===== config.mk =====
export PLATFORM = sky130hd
export DESIGN_NAME = ps2_mouse_stream
export DESIGN_NICKNAME = d
export VERILOG_FILES = /design/src/rtl/ps2_pkg.sv /design/src/rtl/ps2_timeout.sv /design/src/rtl/ps2_mouse_stream.sv
export SDC_FILE = /design/constraint.sdc
export NUM_CORES = 1
export LEC_CHECK = 0
export BUFFER_PORTS_ARGS = -buffer_cell sky130_fd_sc_hd__buf_2
export CAP_MARGIN = 10
export CORE_ASPECT_RATIO = 0.5
export CORE_MARGIN = 10
export CORE_UTILIZATION = 58
export CTS_CLUSTER_DIAMETER = 40
export DETAILED_ROUTE_END_ITERATION = 6
export GPL_TIMING_DRIVEN = 0
export PLACE_DENSITY = 0.8
export SLEW_MARGIN = 40
export SYNTH_ARGS = -nofsm -noshare
export SYNTH_HDL_FRONTEND = slang
export SYNTH_HIERARCHICAL = 1
export SYNTH_SLANG_ARGS = --single-unit

===== constraint.sdc =====
create_clock -name clk -period 3.6 [get_ports clk]
set_input_delay 0.9 -clock clk [delete_from_list [all_inputs] [get_ports clk]]
set_output_delay 0.9 -clock clk [all_outputs]
set_load 0.01 [all_outputs]

===== src/rtl/ps2_pkg.sv =====
// Shared PS/2 mouse definitions: command/response bytes,
// init/stream state encoding and small lookup helpers.
package ps2_pkg;

    localparam logic [7:0] CMD_RESET  = 8'hFF;
    localparam logic [7:0] CMD_ENABLE = 8'hF4;
    localparam logic [7:0] ACK        = 8'hFA;
    localparam logic [7:0] BAT_OK     = 8'hAA;
    localparam logic [7:0] ID_MOUSE   = 8'h00;

    typedef enum logic [3:0] {
        SEND_RST,
        WAIT_ACK1,
        WAIT_BAT,
        WAIT_ID,
        SEND_EN,
        WAIT_ACK2,
        B0,
        B1,
        B2,
        FAIL
    } ms_state_t;

    function automatic logic [7:0] expected_rsp(ms_state_t s);
        case (s)
            WAIT_BAT: return BAT_OK;
            WAIT_ID:  return ID_MOUSE;
            default:  return ACK;
        endcase
    endfunction

    function automatic ms_state_t wait_next(ms_state_t s);
        case (s)
            WAIT_ACK1: return WAIT_BAT;
            WAIT_BAT:  return WAIT_ID;
            WAIT_ID:   return SEND_EN;
            default:   return B0;
        endcase
    endfunction

endpackage


===== src/rtl/ps2_timeout.sv =====
// Reloadable down-counter; expired is high once CYCLES-1
// enabled cycles have elapsed since the last clear.
module ps2_timeout #(
    parameter int unsigned CYCLES = 50_000_000
) (
    input  logic clk,
    input  logic rst,
    input  logic clr,
    input  logic en,
    output logic expired
);

    localparam int W = (CYCLES > 1) ? $clog2(CYCLES) : 1;
    localparam logic [W-1:0] LOAD = W'(CYCLES - 1);

    logic [W-1:0] count;

    // Reload on clear, otherwise count down and park at zero
    always_ff @(posedge clk or negedge rst) begin
        if (!rst) begin
            count <= LOAD;
        end else if (clr) begin
            count <= LOAD;
        end else if (en && count != '0) begin
            count <= count - W'(1);
        end
    end

    assign expired = (count == '0);

endmodule


===== src/rtl/ps2_mouse_stream.sv =====
// PS/2 mouse init handshake and 3-byte stream packet decoder
// sitting on top of the PS/2 controller byte interface.
module ps2_mouse_stream
    import ps2_pkg::*;
#(
    parameter int unsigned TIMEOUT_CYCLES = 50_000_000,
    parameter int unsigned MAX_RETRY      = 3
) (
    input  logic       clk,
    input  logic       rst,
    input  logic [7:0] rx_data,
    input  logic       rx_done,
    output logic [7:0] tx_data,
    output logic       tx_write,
    output logic       init_done,
    output logic       init_err,
    output logic       btn_l,
    output logic       btn_r,
    output logic       btn_m,
    output logic [8:0] dx,
    output logic [8:0] dy,
    output logic       x_ovf,
    output logic       y_ovf,
    output logic       pkt_valid
);

    localparam int RW = (MAX_RETRY > 0) ? $clog2(MAX_RETRY + 1) : 1;

    ms_state_t   state;
    logic [RW-1:0] retry;
    logic [7:0]  byte0;
    logic [7:0]  byte1;
    logic        tmo;
    logic        in_send;
    logic        tmr_clr;
    logic        last_try;

    // Every state change is caused by a send, a byte or an expiry,
    // so clearing on those covers all transitions.
    assign in_send  = (state == SEND_RST) || (state == SEND_EN);
    assign tmr_clr  = rx_done | tmo | in_send;
    assign last_try = (32'(retry) + 32'd1) >= MAX_RETRY;

    ps2_timeout #(
        .CYCLES (TIMEOUT_CYCLES)
    ) u_tmo (
        .clk     (clk),
        .rst     (rst),
        .clr     (tmr_clr),
        .en      (1'b1),
        .expired (tmo)
    );

    // Init handshake, retry policy and packet assembly
    always_ff @(posedge clk or negedge rst) begin
        if (!rst) begin
            state     <= SEND_RST;
            retry     <= '0;
            byte0     <= '0;
            byte1     <= '0;
            tx_data   <= '0;
            tx_write  <= 1'b0;
            init_done <= 1'b0;
            init_err  <= 1'b0;
            btn_l     <= 1'b0;
            btn_r     <= 1'b0;
            btn_m     <= 1'b0;
            dx        <= '0;
            dy        <= '0;
            x_ovf     <= 1'b0;
            y_ovf     <= 1'b0;
            pkt_valid <= 1'b0;
        end else begin
            tx_write  <= 1'b0;
            pkt_valid <= 1'b0;
            unique case (state)
                SEND_RST: begin
                    tx_data  <= CMD_RESET;
                    tx_write <= 1'b1;
                    state    <= WAIT_ACK1;
                end
                SEND_EN: begin
                    tx_data  <= CMD_ENABLE;
                    tx_write <= 1'b1;
                    state    <= WAIT_ACK2;
                end
                WAIT_ACK1, WAIT_BAT, WAIT_ID, WAIT_ACK2: begin
                    if (rx_done && rx_data == expected_rsp(state)) begin
                        state <= wait_next(state);
                        if (state == WAIT_ACK2) begin
                            init_done <= 1'b1;
                            retry     <= '0;
                        end
                    end else if (rx_done || tmo) begin
                        if (last_try) begin
                            state     <= FAIL;
                            init_err  <= 1'b1;
                            init_done <= 1'b0;
                        end else begin
                            retry <= retry + 1'b1;
                            state <= SEND_RST;
                        end
                    end
                end
                B0: begin
                    if (rx_done && rx_data[3]) begin
                        byte0 <= rx_data;
                        state <= B1;
                    end
                end
                B1: begin
                    if (rx_done) begin
                        byte1 <= rx_data;
                        state <= B2;
                    end else if (tmo) begin
                        state <= B0;
                    end
                end
                B2: begin
                    if (rx_done) begin
                        btn_l     <= byte0[0];
                        btn_r     <= byte0[1];
                        btn_m     <= byte0[2];
                        x_ovf     <= byte0[6];
                        y_ovf     <= byte0[7];
                        dx        <= {byte0[4], byte1};
                        dy        <= {byte0[5], rx_data};
                        pkt_valid <= 1'b1;
                        state     <= B0;
                    end else if (tmo) begin
                        state <= B0;
                    end
                end
                FAIL: begin
                    init_err  <= 1'b1;
                    init_done <= 1'b0;
                end
                default: state <= SEND_RST;
            endcase
        end
    end

endmodule

## Yosys cells after proc, flatten, opt, wreduce, memory -nomap -nowiden

Cells that the tools add are included.

- Bitwise gates (word level): 3
- $add $sub $neg: 3
- Reductions and logical operators: 20
- Equality and inequality tests: 19
- Multiplexer cells: 30
- Order comparisons: 1

Operator list:

| cell | count |
|---|---|
| $mux 26 | 2 |
| $pmux 8 s2 | 2 |
| $mux 4 | 7 |
| $pmux 4 s7 | 1 |
| $logic_not 26->1 | 1 |
| $reduce_bool 26->1 | 1 |
| $sub 26x1->26 const B | 1 |
| $eq 4x3->1 const B | 4 |
| $reduce_and 4->1 | 3 |
| $mux 1 | 10 |
| $ne 3x3->1 const B | 3 |
| $pmux 3 s3 | 1 |
| $eq 4x2->1 const B | 2 |
| $eq 4x4->1 const B | 2 |
| $eq 8x8->1 | 1 |
| $mux 2 | 4 |
| $mux 8 | 1 |
| $ne 2x2->1 const B | 4 |
| $reduce_bool 2->1 | 4 |
| $reduce_and 2->1 | 3 |
| $eq 4x1->1 const B | 1 |
| $logic_not 4->1 | 1 |
| $ne 2x1->1 const B | 2 |
| $pmux 1 s2 | 2 |
| other kinds (10) | 13 |

- Input port bits: 11
- Output and inout port bits: 35
- Bits in registers: 83
- Word-level logic and storage cells: 93

## Depth between registers and ports, before layout

Gate-level depths: netlist of run 1.

- Word-level depth: 7
- Mapped depth: 11
- Gate-level depth less buffers: 10

## Cells and area by module

The synthesis of run 1 kept the hierarchy.

By module, submodules not included:

| module | area an instance (sq um) | cells each | sequential area each (sq um) | times used |
|---|---|---|---|---|
| ps2_mouse_stream | 2323.5 | 218 | 1251.2 | 1 |
| ps2_timeout | 1512.7 | 150 | 673.1 | 1 |

## Least setup slack after synthesis of run 1

OpenSTA, ideal clock, no wires.

- Kind: register -> register
- From: register u_tmo.count[0]
- To: register u_tmo.count[6]
- Cell stages (with the launch flop): 12
- Data required time: 3.525 ns
- Period minus slack after synthesis: 2.939 ns
- Path buffers: 2
- Library setup time: 0.075 ns
- Arrival: 2.864 ns
- Setup slack: 0.661 ns
- Cells stage by stage: dfstp_2 > inv_1 > ha_1 > or3b_4 > or3_4 > nor4_1 > nor2_1 > nand2_1 > clkbuf_1 > clkbuf_1 > nor2_1 > mux2i_1

- Cells in the longest elaborated chain, start to end: 4
- Elaborated cells between the ends (all ways): 8
- Those cells by class: 1 x add/sub; 2 x mux; 2 x bitwise; 3 x reduce/logical

RTL lines:

| item | RTL line | source |
|---|---|---|
| start, declared | ps2_timeout.sv:16 | `logic [W-1:0] count;` |
| start signal, assigned | ps2_timeout.sv:25 | `count <= count - W'(1);` |
| $logic_not 26->1 (*) | ps2_timeout.sv:29 | `assign expired = (count == '0);` |
| net tmo | ps2_mouse_stream.sv:33 | `logic tmo;` |
| $or 1x1->1 (*) (2 in a row) | ps2_mouse_stream.sv:41 | `assign tmr_clr = rx_done \| tmo \| in_send;` |
| net tmr_clr | ps2_mouse_stream.sv:35 | `logic tmr_clr;` |
| $mux 26 or $reduce_bool 2->1 (tied branches) | n/a |  |

Mark *: on every way through the listed nets, which the timed path passes. The rest lies on a longest branch. The select of a mux whose other input is x is not followed.
A chain may end at the register's enable or synchronous reset.

## Final worst setup path of run 1

- From: register u_tmo.count[0]
- To: register u_tmo.count[11]

The elaborated chain is that of the path after synthesis.

==> summary.md, run 1 <==
| Metric | Value |
|---|---|
| Hold_ws | 422 ps |
| Top cells by count, synth | nand2_1 (65), dfrtp_1 (58), mux2_2 (23), nor2_1 (21), dfstp_2 (18) |
| Final worst-path cycle share | 89.6% |
| Most common cell in the netlist | nand2_1 |
| Sequential area share after synthesis | 50.2% |
| Max-slew headroom | 60.6% |
| N_diodes | 0 |
| Post-route setup slack | 375 ps |
| Num rows | 20 |
| Worst setup SP type | flip-flop |
| Core ar. | 6230 um^2 |
| Fmax | roughly 310 MHz |
| IO Pins | 46 |
| Crit-path cells | inv_1, ha_1, or3b_4, or3_4, nor4_4, nor2_1, nand2_1, inv_1, clkbuf_1, o21a_1 |
| Hold Vio Cnt, Final | 0 |
| Hold-fix buffers, CTS | 0 |
| Gr ovfl total | 0 |
| H-tree Lvls | 3 |
| Max Buffers Root-to-Sink | 2 |
| Die boundary width | 135 um |
| Buf/Inv on CP | 3 |
| CP arrival | around 3500 ps |
| Number of remaining DRC errors | 0 |
| Top delay family on crit path | simple AND/OR/NAND/NOR gates |
| Routed vias | approximately 3000 |
| Largest net degree at the start of global routing | 47 |
| Layout cell share with drive strength beyond 1 | a little under a third |
| DR iter-0 viols | 210 |
| Unique cell type count in the Yosys netlist | 65 |
| FF-to-FF setup slack | 370 ps |
| Netlist Area Pre-Place | 3840 um^2 |
| First-pass GRT wire length | 15.1 mm |
| Finished layout cell area | 4520 um^2 |
| Die area | between 10000 and 15000 um^2 |
| Vias/cell | roughly 5.8 |
| Cells after synthesis | 368 |
| Placed insts | 503 |
| PD cells | just under 600 nW/um^2 |
| Max VDD drop | 0.000357 V |
| Synthesized flop and latch total | between 70 and 80 |
| Share of the synthesized area in the top cell type | a little under two fifths |
| HPWL Detailed | 6.18 mm |
| Count of warnings emitted by yosys | 6 |
| Worst path slowest cell | nor4_4 |
| Ranking of synthesized cells by area | dfrtp_1 (38%), dfstp_2 (12%), mux2_2 (6.8%) |
| Finished Layout Cells | 518 |
| EDFF count, synth | 0 |
| Min cycle time layout | around 3200 ps |
| Primary FF master, synth | dfrtp_1 |
| Initial Utilization | 61.6% |
| Area of placed instances | 4200 um^2 |
| CTS Sinks | 76 |
| P&R area growth vs syn | 17.7% |
| Max Cap Viol | 0 |
| Routed length per instance | 16.8 um |
| Max-slew violations | 0 |
| Root Driver | clkbuf_16 |
| Num CTS Buffers | 9 |
| Reg clk slew, reported paths | 60 ps |
| Synth area leader | dfrtp_1 |
| Hold crit path type | input port to async pin |
| Ys async rst share | 100% |
| Worst setup path category | flip-flop to flip-flop |
| Worst Clk Skew | 5.30 ps |
| Die Y | 77.5 um |
| Nets@finish | approximately 440 |
| Initial antenna violation count | 0 |
| Required time worst endpoint | 3820 ps |
| Final setup fails | 0 |
| PortBufs | 44 |
| Final GP Congestion | 0.894 |
| Total GRT Usage | 17.5% |
| Leak | 0.00203 uW |
| CTS tree | built |
| Worst-path fanout max | 15 |
| Worst slack at placement | -351 ps |
| Latest clock arrival within the worst-skew pair | 330 ps |
| Pre-Repair DR Iteration Count | 5 |
| WL final | 8.68 mm |
| Mean Syn Cell Area | 10.4 um^2 |
| Unrepaired setup endpoints after global routing | false |
| CP max stage delay | 450 ps |
| Vias in the first global route | ~3200 |
| ANT nets after route | 0 |
| Worst-margin pin slew | 588 ps |
| Most frequent CP cell | inv_1 |
| CP endpoint kind | flip-flop |
| Status | completed |
[path summary, 6_finish.rpt]
path	depth (start not counted)	endpoint	startpoint
setup / recovery	10	u_tmo/count[11]	u_tmo/count[0]
setup reg to reg	10	u_tmo/count[11]	u_tmo/count[0]
min in group clk	2	dx[3]	byte1[3]
hold reg to reg	2	dx[3]	byte1[3]
max in group asynchronous	2	u_tmo/count[19]	rst
hold / removal	1	dy[4]	rst
[stage by stage]
stage	setup TNS [ps]	total power [uW]	util, %
2_1_floorplan	0	1520	-
5_1_grt	0	2810	72.5
3_5_place_dp	-2980	1760	67.4
6_report	0	2660	72.5
4_1_cts	0	2680	72.4
3_3_place_gp	-1310	1720	67.0
[power by group]
group          internal (uW)  leakage [uW]  total [uW]  switching, uW
clock                    558      0.000150         903            345
sequential               982      0.000955        1060           75.4
combinational            284      0.000920         698            414
[cell type report]
| class | instances | area [um^2] |
|---|---|---|
| buffer | 19 | 115 |
| inverter | 9 | 33.8 |
| sequential | 76 | 1920 |
| clock inverter | 5 | 61.3 |
| clock buffer | 11 | 243 |
| tap | 88 | 110 |
| timing repair buffer | 45 | 246 |
| fill | 447 | 1710 |
| multi-input combinational | 265 | 1780 |
[routing by layer]
| layer | GRT usage, % | share of wire [%] | vias to the layer above |
|---|---|---|---|
| li1 | - | - | 1415 |
| met3 | 6.23 | 6.4 | 16 |
| met5 | 0 | 0 | - |
| met2 | 31.1 | 52 | 96 |
| met1 | 19.3 | 41 | 1485 |
| met4 | 5.24 | 1.3 | 0 |
[cells in the final DEF, fill, tap and decap left out, drive strengths merged, types with 10 or more instances in the layout]
cell type,count
clkbuf,17
nand3,11
o21ai,11
nand2,65
nor4,10
mux2i,12
or3,10
buf,58
nor2,23
dfstp,18
mux2,23
dfrtp,58
[state kept, by name, indices dropped and copies added (netlist names)]
register	cells
u_tmo/count	26
dx	9
dy	9
byte1	8
byte0	7
state	4
retry	2
tx_data	2
btn_l	1
btn_m	1
btn_r	1
init_done	1
init_err	1
pkt_valid	1
tx_write	1
x_ovf	1
y_ovf	1
[cell families after synthesis]
logic type               share of synthesized area, %
adder cells (fa/ha/maj)                         0.979
multiplexers                                     10.2
AO/OA/AOI/OAI                                    9.56
other                                          0.0978
buffers and inverters                            3.95
XOR/XNOR                                         1.83
AND/OR/NAND/NOR                                  23.2
flip-flops                                       50.2
[what timing repair did]
item,CTS,global route
buffers inserted,0,0
endpoints found under the setup margin,10,10
gates resized for setup,2,1
Note: power is estimated with default switching activity, not from simulation.
==> inputs of run 2 (changes only) <==
--- a/config.mk
+++ b/config.mk
@@ -6,5 +6,5 @@
 export NUM_CORES = 1
 export LEC_CHECK = 0
-export BUFFER_PORTS_ARGS = -buffer_cell sky130_fd_sc_hd__buf_2
+export BUFFER_PORTS_ARGS = -buffer_cell sky130_fd_sc_hd__buf_4
 export CAP_MARGIN = 10
 export CORE_ASPECT_RATIO = 0.5
@@ -15,4 +15,5 @@
 export GPL_TIMING_DRIVEN = 0
 export PLACE_DENSITY = 0.8
+export SETUP_SLACK_MARGIN = 0.3
 export SLEW_MARGIN = 40
 export SYNTH_ARGS = -nofsm -noshare
==> constraint.sdc (replaced) <==
create_clock -name clk -period 3.6 [get_ports clk]
set_input_delay 0.9 -clock clk [delete_from_list [all_inputs] [get_ports clk]]
set_output_delay 0.9 -clock clk [all_outputs]
set_load 0.005 [all_outputs]
==> run 2 against run 1 <==
Net effect: fmax is 4.3% higher; cell count up 0.58%; non-clock buffer count is 3 higher; highest routed layer unchanged; largest power group unchanged; critical path type unchanged; wire length is 4.5% higher; hold slack improved by 37 ps.
==> summary.md, run 2 (synthesis gave the netlist of run 1 again) <==
| Metric | Value |
|---|---|
| Finished Layout Cells | 521 (was 518) |
| CP endpoint kind | flip-flop (unchanged) |
| Vias/cell | 5.71 (was 5.81) |
| Register with the most flip-flops | u_tmo/count (unchanged) |
| Hold Vio Cnt, Final | 0 (unchanged) |
| Reg clk slew, reported paths | 60 ps (about the same) |
| PortBufs | 44 (unchanged) |
| Num CTS Buffers | 9 (unchanged) |
| Hold path start | byte1[5] |
| Max VDD drop | 0.000431 V (was 0.000357 V) |
| Gr ovfl total | 0 (unchanged) |
| Core ar. | 6230 um^2 (unchanged) |
| Min cycle time layout | 3090 ps (was 3230 ps) |
| Crit Reg-Reg Startpoint | u_tmo/count[0] (unchanged) |
| CTS tree | built (unchanged) |
| Die area | 10500 um^2 (unchanged) |
| Die boundary width | 135 um (unchanged) |
| Latest clock arrival within the worst-skew pair | 340 ps (was 330 ps) |
| Worst-margin pin slew | 678 ps (was 588 ps) |
| Fmax | 323 MHz (was 310 MHz) |
| Root Driver | clkbuf_16 (unchanged) |
| HPWL Detailed | 6.24 mm (was 6.18 mm) |
| Pre-Repair DR Iteration Count | 5 (unchanged) |
| Largest net degree at the start of global routing | 77 (was 47) |
| Tot Pwr | 2710 uW (was 2660 uW) |
| Finished Core Util | 74.5% (was 72.5%) |
| Required time worst endpoint | 3860 ps (was 3820 ps) |
| PD cells | 584 nW/um^2 (was 589 nW/um^2) |
| Commonest non-fill, non-tap cell in the layout | nand2_1 (unchanged) |
| Max Buffers Root-to-Sink | 2 (unchanged) |
| N_diodes | 0 (unchanged) |
| IO Pins | 46 (unchanged) |
| Initial antenna violation count | 0 (unchanged) |
| Status | completed (unchanged) |
| Number of remaining DRC errors | 0 (unchanged) |
| Final worst-path cycle share | 85.9% (was 89.6%) |
| Worst-path fanout max | 10 (was 15) |
| Layout cell share with drive strength beyond 1 | 32.6% (was 31.9%) |
| H-tree Lvls | 3 (unchanged) |
| Total GRT Usage | 18.0% (was 17.5%) |
| Most frequent cells in the layout | nand2_1 (65), dfrtp_1 (58), buf_4 (52), mux2_2 (23), nor2_1 (21) (was nand2_1 (65), dfrtp_1 (58), buf_2 (47), mux2_2 (23), nor2_1 (21)) |
| Worst Clk Skew | 9.85 ps (was 5.30 ps) |
| Biggest regs | u_tmo/count x26, dx x9, dy x9 (unchanged) |
| Vias in the first global route | 3136 (was 3198) |
| Worst Hold End | dx[5] |
| Worst setup SP type | flip-flop (unchanged) |
| Max reg flops | 26 (unchanged) |
| Worst setup path category | flip-flop to flip-flop (unchanged) |
| Nets@finish | 442 (was 439) |
| Hold crit path type | flip-flop to flip-flop (was input port to async pin) |
| Worst r2r path cells | 11 (was 10) |
| Finished layout cell area | 4640 um^2 (was 4520 um^2) |
| Hold-fix buffers, CTS | 0 (unchanged) |
| Reg-to-reg endpoint | u_tmo/count[4] (was u_tmo/count[11]) |
| WL final | 9.07 mm (was 8.68 mm) |
| Routed length per instance | 17.4 um (was 16.8 um) |
| Die Y | 77.5 um (unchanged) |
| Final GP Congestion | 0.894 (about the same) |
| First-pass GRT wire length | 15.4 mm (was 15.1 mm) |
| Max Cap Viol | 0 (unchanged) |
| DR iter-0 viols | 273 (was 210) |
| Final setup fails | 0 (unchanged) |
| # fillers | 420 (was 447) |
| Num rows | 20 (unchanged) |
| Hold-critical path depth | 2 |
| ANT nets after route | 0 (unchanged) |
| CTS Sinks | 76 (unchanged) |
| Area of placed instances | 4290 um^2 (was 4200 um^2) |
| Max-slew violations | 0 (unchanged) |
| Routed vias | 2973 (was 3012) |
| Max-slew headroom | 54.8% (was 60.6%) |
| Leak | 0.00206 uW (was 0.00203 uW) |
| FF-to-FF setup slack | 510 ps (was 370 ps) |
| Unrepaired setup endpoints after global routing | false (unchanged) |
| P&R area growth vs syn | 21.0% (was 17.7%) |
| Placed insts | 502 (was 503) |
| Initial Utilization | 61.6% (unchanged) |
| CP arrival | 3350 ps (was 3450 ps) |
run 2: repair_timing:
item / in CTS / in global routing
pin swaps: 0 / 1
resized for setup: 3 / 3
setup endpoints to repair: 16 / 10
setup buffers: 0 / 3
run 2: metal layers:
layer | vias up | track usage (%) | wire (um)
met2 | 94 | 30.9 | 4650
met3 | 16 | 7.84 | 601
met1 | 1445 | 20.1 | 3720
met4 | 0 | 4.59 | 89
met5 | - | 0 | 0
li1 | 1418 | - | -
run 2: worst max-delay path: stages, from the launching register on:
cell      delay [ps]
dfstp_2          380
inv_1             80
ha_1             190
or3b_4           420
or3_4            390
nor4_4           440
nor2_1           140
nand2_1          240
clkbuf_4         270
clkbuf_2         280
nor2_1            70
mux2i_1          130
run 2: stage by stage:
| step | setup TNS (ps) | hold WS, ps | setup WS, ps |
|---|---|---|---|
| after floorplan | 0 | 435 | 661 |
| after global placement | -1620 | 444 | -205 |
| after detailed placement | -1850 | 449 | -241 |
| after CTS | 0 | 461 | 327 |
| after global routing | 0 | 490 | 326 |
| final | 0 | 459 | 508 |
run 2: cell type report:
cell class	instances	area, um^2	area share (%)
clock inverter	5	58.8	1.27
timing repair buffer	47	357	7.68
tap	88	110	2.37
clock buffer	11	253	5.44
buffer	20	123	2.64
multi-input combinational	265	1780	38.4
inverter	9	33.8	0.728
sequential	76	1920	41.5
run 2: worst max path at each step:
stage	from	to	slack [ps]	cells after the start
floorplan	u_tmo/count[0]	u_tmo/count[6]	660	11
global placement	u_tmo/count[0]	u_tmo/count[4]	-210	11
detailed placement	u_tmo/count[0]	u_tmo/count[4]	-240	11
CTS	u_tmo/count[0]	u_tmo/count[4]	330	11
global route	u_tmo/count[0]	u_tmo/count[4]	330	11
finish	u_tmo/count[0]	u_tmo/count[4]	510	11
run 2: power breakdown:
group	leakage (uW)	switching (uW)	internal, uW
logic	0.000954	384	333
clock network	0.000148	354	575
registers	0.000955	83.7	982
==> inputs of run 3 (changes only) <==
- CORE_UTILIZATION: 58 -> 57
- PLACE_DENSITY: 0.8 -> 0.79
- SYNTH_HIERARCHICAL: 1 -> not set
==> run 3 against run 2 <==
Net effect: synthesized area fell by 7.3%; cell count down 14%; combinational power up 18%; clock power up 6.9%; fmax up 14%; wire length fell by 19%; synthesized cell count fell by 18%; total power increased by 11%.
==> summary.md, run 3 <==
| Metric | Value |
|---|---|
| Count of warnings emitted by yosys | 0 (was 6) |
| Synth area leader | dfrtp_1 (unchanged) |
| Worst Clk Skew | 4.94 ps (was 9.85 ps) |
| Reg-to-reg endpoint | u_tmo.count[12] (was u_tmo/count[4]) |
| Die boundary width | 132 um (was 135 um) |
| Worst-path fanout max | 10 (unchanged) |
| N_diodes | 0 (unchanged) |
| # resized after CTS | 0 (was 3) |
| # fillers | 407 (was 420) |
| Max-slew violations | 0 (unchanged) |
| Total GRT Usage | 15.8% (was 18.0%) |
| Hold crit path type | flip-flop to flip-flop (unchanged) |
| Reg clk slew, reported paths | 60 ps (about the same) |
| Die area | 9990 um^2 (was 10500 um^2) |
| Syn Nets | ~320 |
| Sw Ratio | 29.2% (was 30.3%) |
| P&R area growth vs syn | 22.0% (was 21.0%) |
| Layout cell share with drive strength beyond 1 | 37.1% (was 32.6%) |
| Clock power share | 33.1% (was 34.3%) |
| Die Y | 75.8 um (was 77.5 um) |
| Nets@finish | 370 (was 442) |
| Cells after synthesis | 301 (was 368) |
| FF-to-FF setup slack | 930 ps (was 510 ps) |
| Synthesized flop and latch total | 76 (unchanged) |
| HPWL Detailed | 5.09 mm (was 6.24 mm) |
| CP Launch Point | rx_data[1] (was u_tmo/count[0]) |
| Max Buffers Root-to-Sink | 2 (unchanged) |
| Sequential area share after synthesis | 54.1% (was 50.2%) |
| Num CTS Buffers | 9 (unchanged) |
| Required time worst endpoint | 3820 ps (was 3860 ps) |
| Max Cap Viol | 0 (unchanged) |
| Crit-path cells | buf_4, or4_1, mux2i_4, nand4_4, a221o_1, o311ai_2, mux2_1 (was inv_1, ha_1, or3b_4, or3_4, nor4_4, nor2_1, nand2_1, clkbuf_4, clkbuf_2, nor2_1, mux2i_1) |
| Initial Utilization | 58.7% (was 61.6%) |
| Top cells by count, synth | dfrtp_1 (58), mux2_2 (38), nand2_1 (26), nor2_1 (22), dfstp_2 (18) (was nand2_1 (65), dfrtp_1 (58), mux2_2 (23), nor2_1 (21), dfstp_2 (18)) |
| PortBufs | 44 (unchanged) |
| Buf/Inv on CP | 1 (was 3) |
| Routed vias | 2477 (was 2973) |
| Netlist Area Pre-Place | 3550 um^2 (was 3840 um^2) |
| Latest clock arrival within the worst-skew pair | 340 ps (about the same) |
| Gr ovfl total | 0 (unchanged) |
| Max-slew headroom | 55.4% (was 54.8%) |
| CTS Sinks | 76 (unchanged) |
| Share of the synthesized area in the top cell type | 40.8% (was 37.8%) |
| IO Pins | 46 (unchanged) |
| Most common cell in the netlist | dfrtp_1 (was nand2_1) |
| Final GP Congestion | 0.874 (was 0.894) |
| Max reg flops | 26 (unchanged) |
| First-pass GRT wire length | 12.6 mm (was 15.4 mm) |
| # Post-CTS Setup Buffers | 0 (unchanged) |
| ANT nets after route | 0 (unchanged) |
| Commonest non-fill, non-tap cell in the layout | dfrtp_1 (was nand2_1) |
| Largest net degree at the start of global routing | 77 (unchanged) |
| Initial antenna violation count | 0 (unchanged) |
| Mean Syn Cell Area | 11.8 um^2 (was 10.4 um^2) |
| Final worst-path cycle share | 75.1% (was 85.9%) |
| PD cells | 692 nW/um^2 (was 584 nW/um^2) |
| H-tree Lvls | 3 (unchanged) |
| Unique cell type count in the Yosys netlist | 51 (was 65) |
| Worst-margin pin slew | 669 ps (was 678 ps) |
| Core ar. | 6060 um^2 (was 6230 um^2) |
| Setup TNS | 0 ps (unchanged) |
| Worst setup path category | input port to flip-flop (was flip-flop to flip-flop) |
| Biggest regs | u_tmo.count x26, dx x9, dy x9 (was u_tmo/count x26, dx x9, dy x9) |
| Root Driver | clkbuf_16 (unchanged) |
| Switching pwr | 875 uW (was 822 uW) |
| DR iter-0 viols | 219 (was 273) |
| Number of remaining DRC errors | 0 (unchanged) |
| P_int | 2130 uW (was 1890 uW) |
| Worst setup SP type | input port (was flip-flop) |
| Num rows | 20 (unchanged) |
| Vias in the first global route | 2659 (was 3136) |
| Ranking of synthesized cells by area | dfrtp_1 (41%), dfstp_2 (13%), mux2_2 (12%) (was dfrtp_1 (38%), dfstp_2 (12%), mux2_2 (6.8%)) |
| Share of power burned in registers | 38.7% (was 39.3%) |
| Leak | 0.00196 uW (was 0.00206 uW) |
| Vias/cell | 5.52 (was 5.71) |
| Pre-Repair DR Iteration Count | 7 (was 5) |
| Routed length per instance | 16.3 um (was 17.4 um) |
| Most frequent cells in the layout | dfrtp_1 (58), buf_4 (49), mux2_2 (38), nand2_1 (26), nor2_1 (22) (was nand2_1 (65), dfrtp_1 (58), buf_4 (52), mux2_2 (23), nor2_1 (21)) |
| Combinational group share of total power | 28.2% (was 26.4%) |
| Tot Pwr | 3000 uW (was 2710 uW) |
| Hold Vio Cnt, Final | 0 (unchanged) |
| CP max stage delay | 570 ps (was 440 ps) |
| Ys async rst share | 100% (unchanged) |
| Min cycle time layout | 2700 ps (was 3090 ps) |
| Register with the most flip-flops | u_tmo.count (was u_tmo/count) |
| EDFF count, synth | 0 (unchanged) |
| CP arrival | 2920 ps (was 3350 ps) |
| Worst path slowest cell | or4_1 (was nor4_4) |
| Unrepaired setup endpoints after global routing | false (unchanged) |
| Worst path depth | 7 (was 11) |
| Hold-fix buffers, CTS | 0 (unchanged) |
| Primary FF master, synth | dfrtp_1 (unchanged) |
| CTS tree | built (unchanged) |
| CP endpoint kind | flip-flop (unchanged) |
| Crit Reg-Reg Startpoint | u_tmo.count[0] (was u_tmo/count[0]) |
| Crit path capture | init_done (was u_tmo/count[4]) |
| Fmax | 370 MHz (was 323 MHz) |
| Top delay family on crit path | simple AND/OR/NAND/NOR gates (unchanged) |
| Worst r2r path cells | 9 (was 11) |
| Status | completed (unchanged) |
| Max VDD drop | 0.000603 V (was 0.000431 V) |
| WL final | 7.33 mm (was 9.07 mm) |
| Final setup fails | 0 (unchanged) |
-- run 3: cell types whose count changed after synthesis, sizes merged, moves of 4 or more --
cell    change
mux2i       -7
nor4        -5
nor2b       -9
xnor2      +12
mux2       +16
a211oi      -5
o21ai       -4
nand2      -39
or3         -7
buf         -6
-- run 3: worst min path at each step --
stage | cells after the start | from | to
final | 1 | u_tmo.count[0] | u_tmo.count[0]
after global routing | 1 | u_tmo.count[0] | u_tmo.count[0]
after CTS | 1 | u_tmo.count[0] | u_tmo.count[0]
after detailed placement | 1 | u_tmo.count[0] | u_tmo.count[0]
after global placement | 1 | u_tmo.count[0] | u_tmo.count[0]
after floorplan | 1 | u_tmo.count[0] | u_tmo.count[0]
-- run 3: final cells by class --
class / instances / area (um^2) / area share, %
flip-flops and latches: 76 / 1920 / 44.4
plain buffers: 17 / 87.6 / 2.02
well taps: 88 / 110 / 2.54
clock buffers: 11 / 253 / 5.83
clock inverters: 5 / 83.8 / 1.93
multi-input cells: 198 / 1510 / 34.7
inverters: 10 / 37.5 / 0.866
repair buffers: 44 / 334 / 7.71
-- run 3: power by group through the flow --
stage                     Sequential, uW  Clock, uW  Combinational (uW)
after floorplan                     1160          0                 518
after global placement              1160          0                 822
after detailed placement            1170          0                 845
after CTS                           1160       1010                 852
after global routing                1180       1050                 938
final                               1160        994                 845
-- run 3: per-stage QoR --
stage / instances / util (%) / worst slack [ps] / hold WS [ps] / cell area (um^2)
final: 449 / 71.6 / 896 / 463 / 4340
after global routing: 449 / 71.6 / 742 / 478 / 4340
after CTS: 449 / 71.6 / 917 / 463 / 4340
after detailed placement: 433 / 66.0 / 568 / 447 / 4000
after global placement: 433 / 66.0 / 581 / 441 / 4000
after floorplan: 301 / - / 832 / 433 / 3550
-- run 3: routing by layer --
metal	global-route usage, %	vias up	part of all wire [%]
met5	0	-	0
met4	7.22	0	1.7
met3	5.53	13	5.2
met2	28.1	61	50
met1	17.2	1230	43
li1	-	1173	-
-- run 3: kinds of logic (layout without fill, tap and decap cells) --
kind of cell	count (synthesis)	in the layout	synth area share, %
buffers and inverters	27	87	3.52
AO/OA/AOI/OAI	34	34	7.78
AND/OR/NAND/NOR	99	99	15.0
multiplexers	44	44	14.1
XOR/XNOR	18	18	4.44
adder cells (fa/ha/maj)	3	3	1.06
flip-flops	76	76	54.1
-- run 3: worst register-to-register path, cell delays in order (launching register included) --
cell      delay [ps]
dfstp_2          550
inv_1             50
ha_1             210
nor3b_2          200
and4_1           220
a41oi_4          340
and2_1           180
clkbuf_1         320
clkbuf_1         400
nand2_1          110
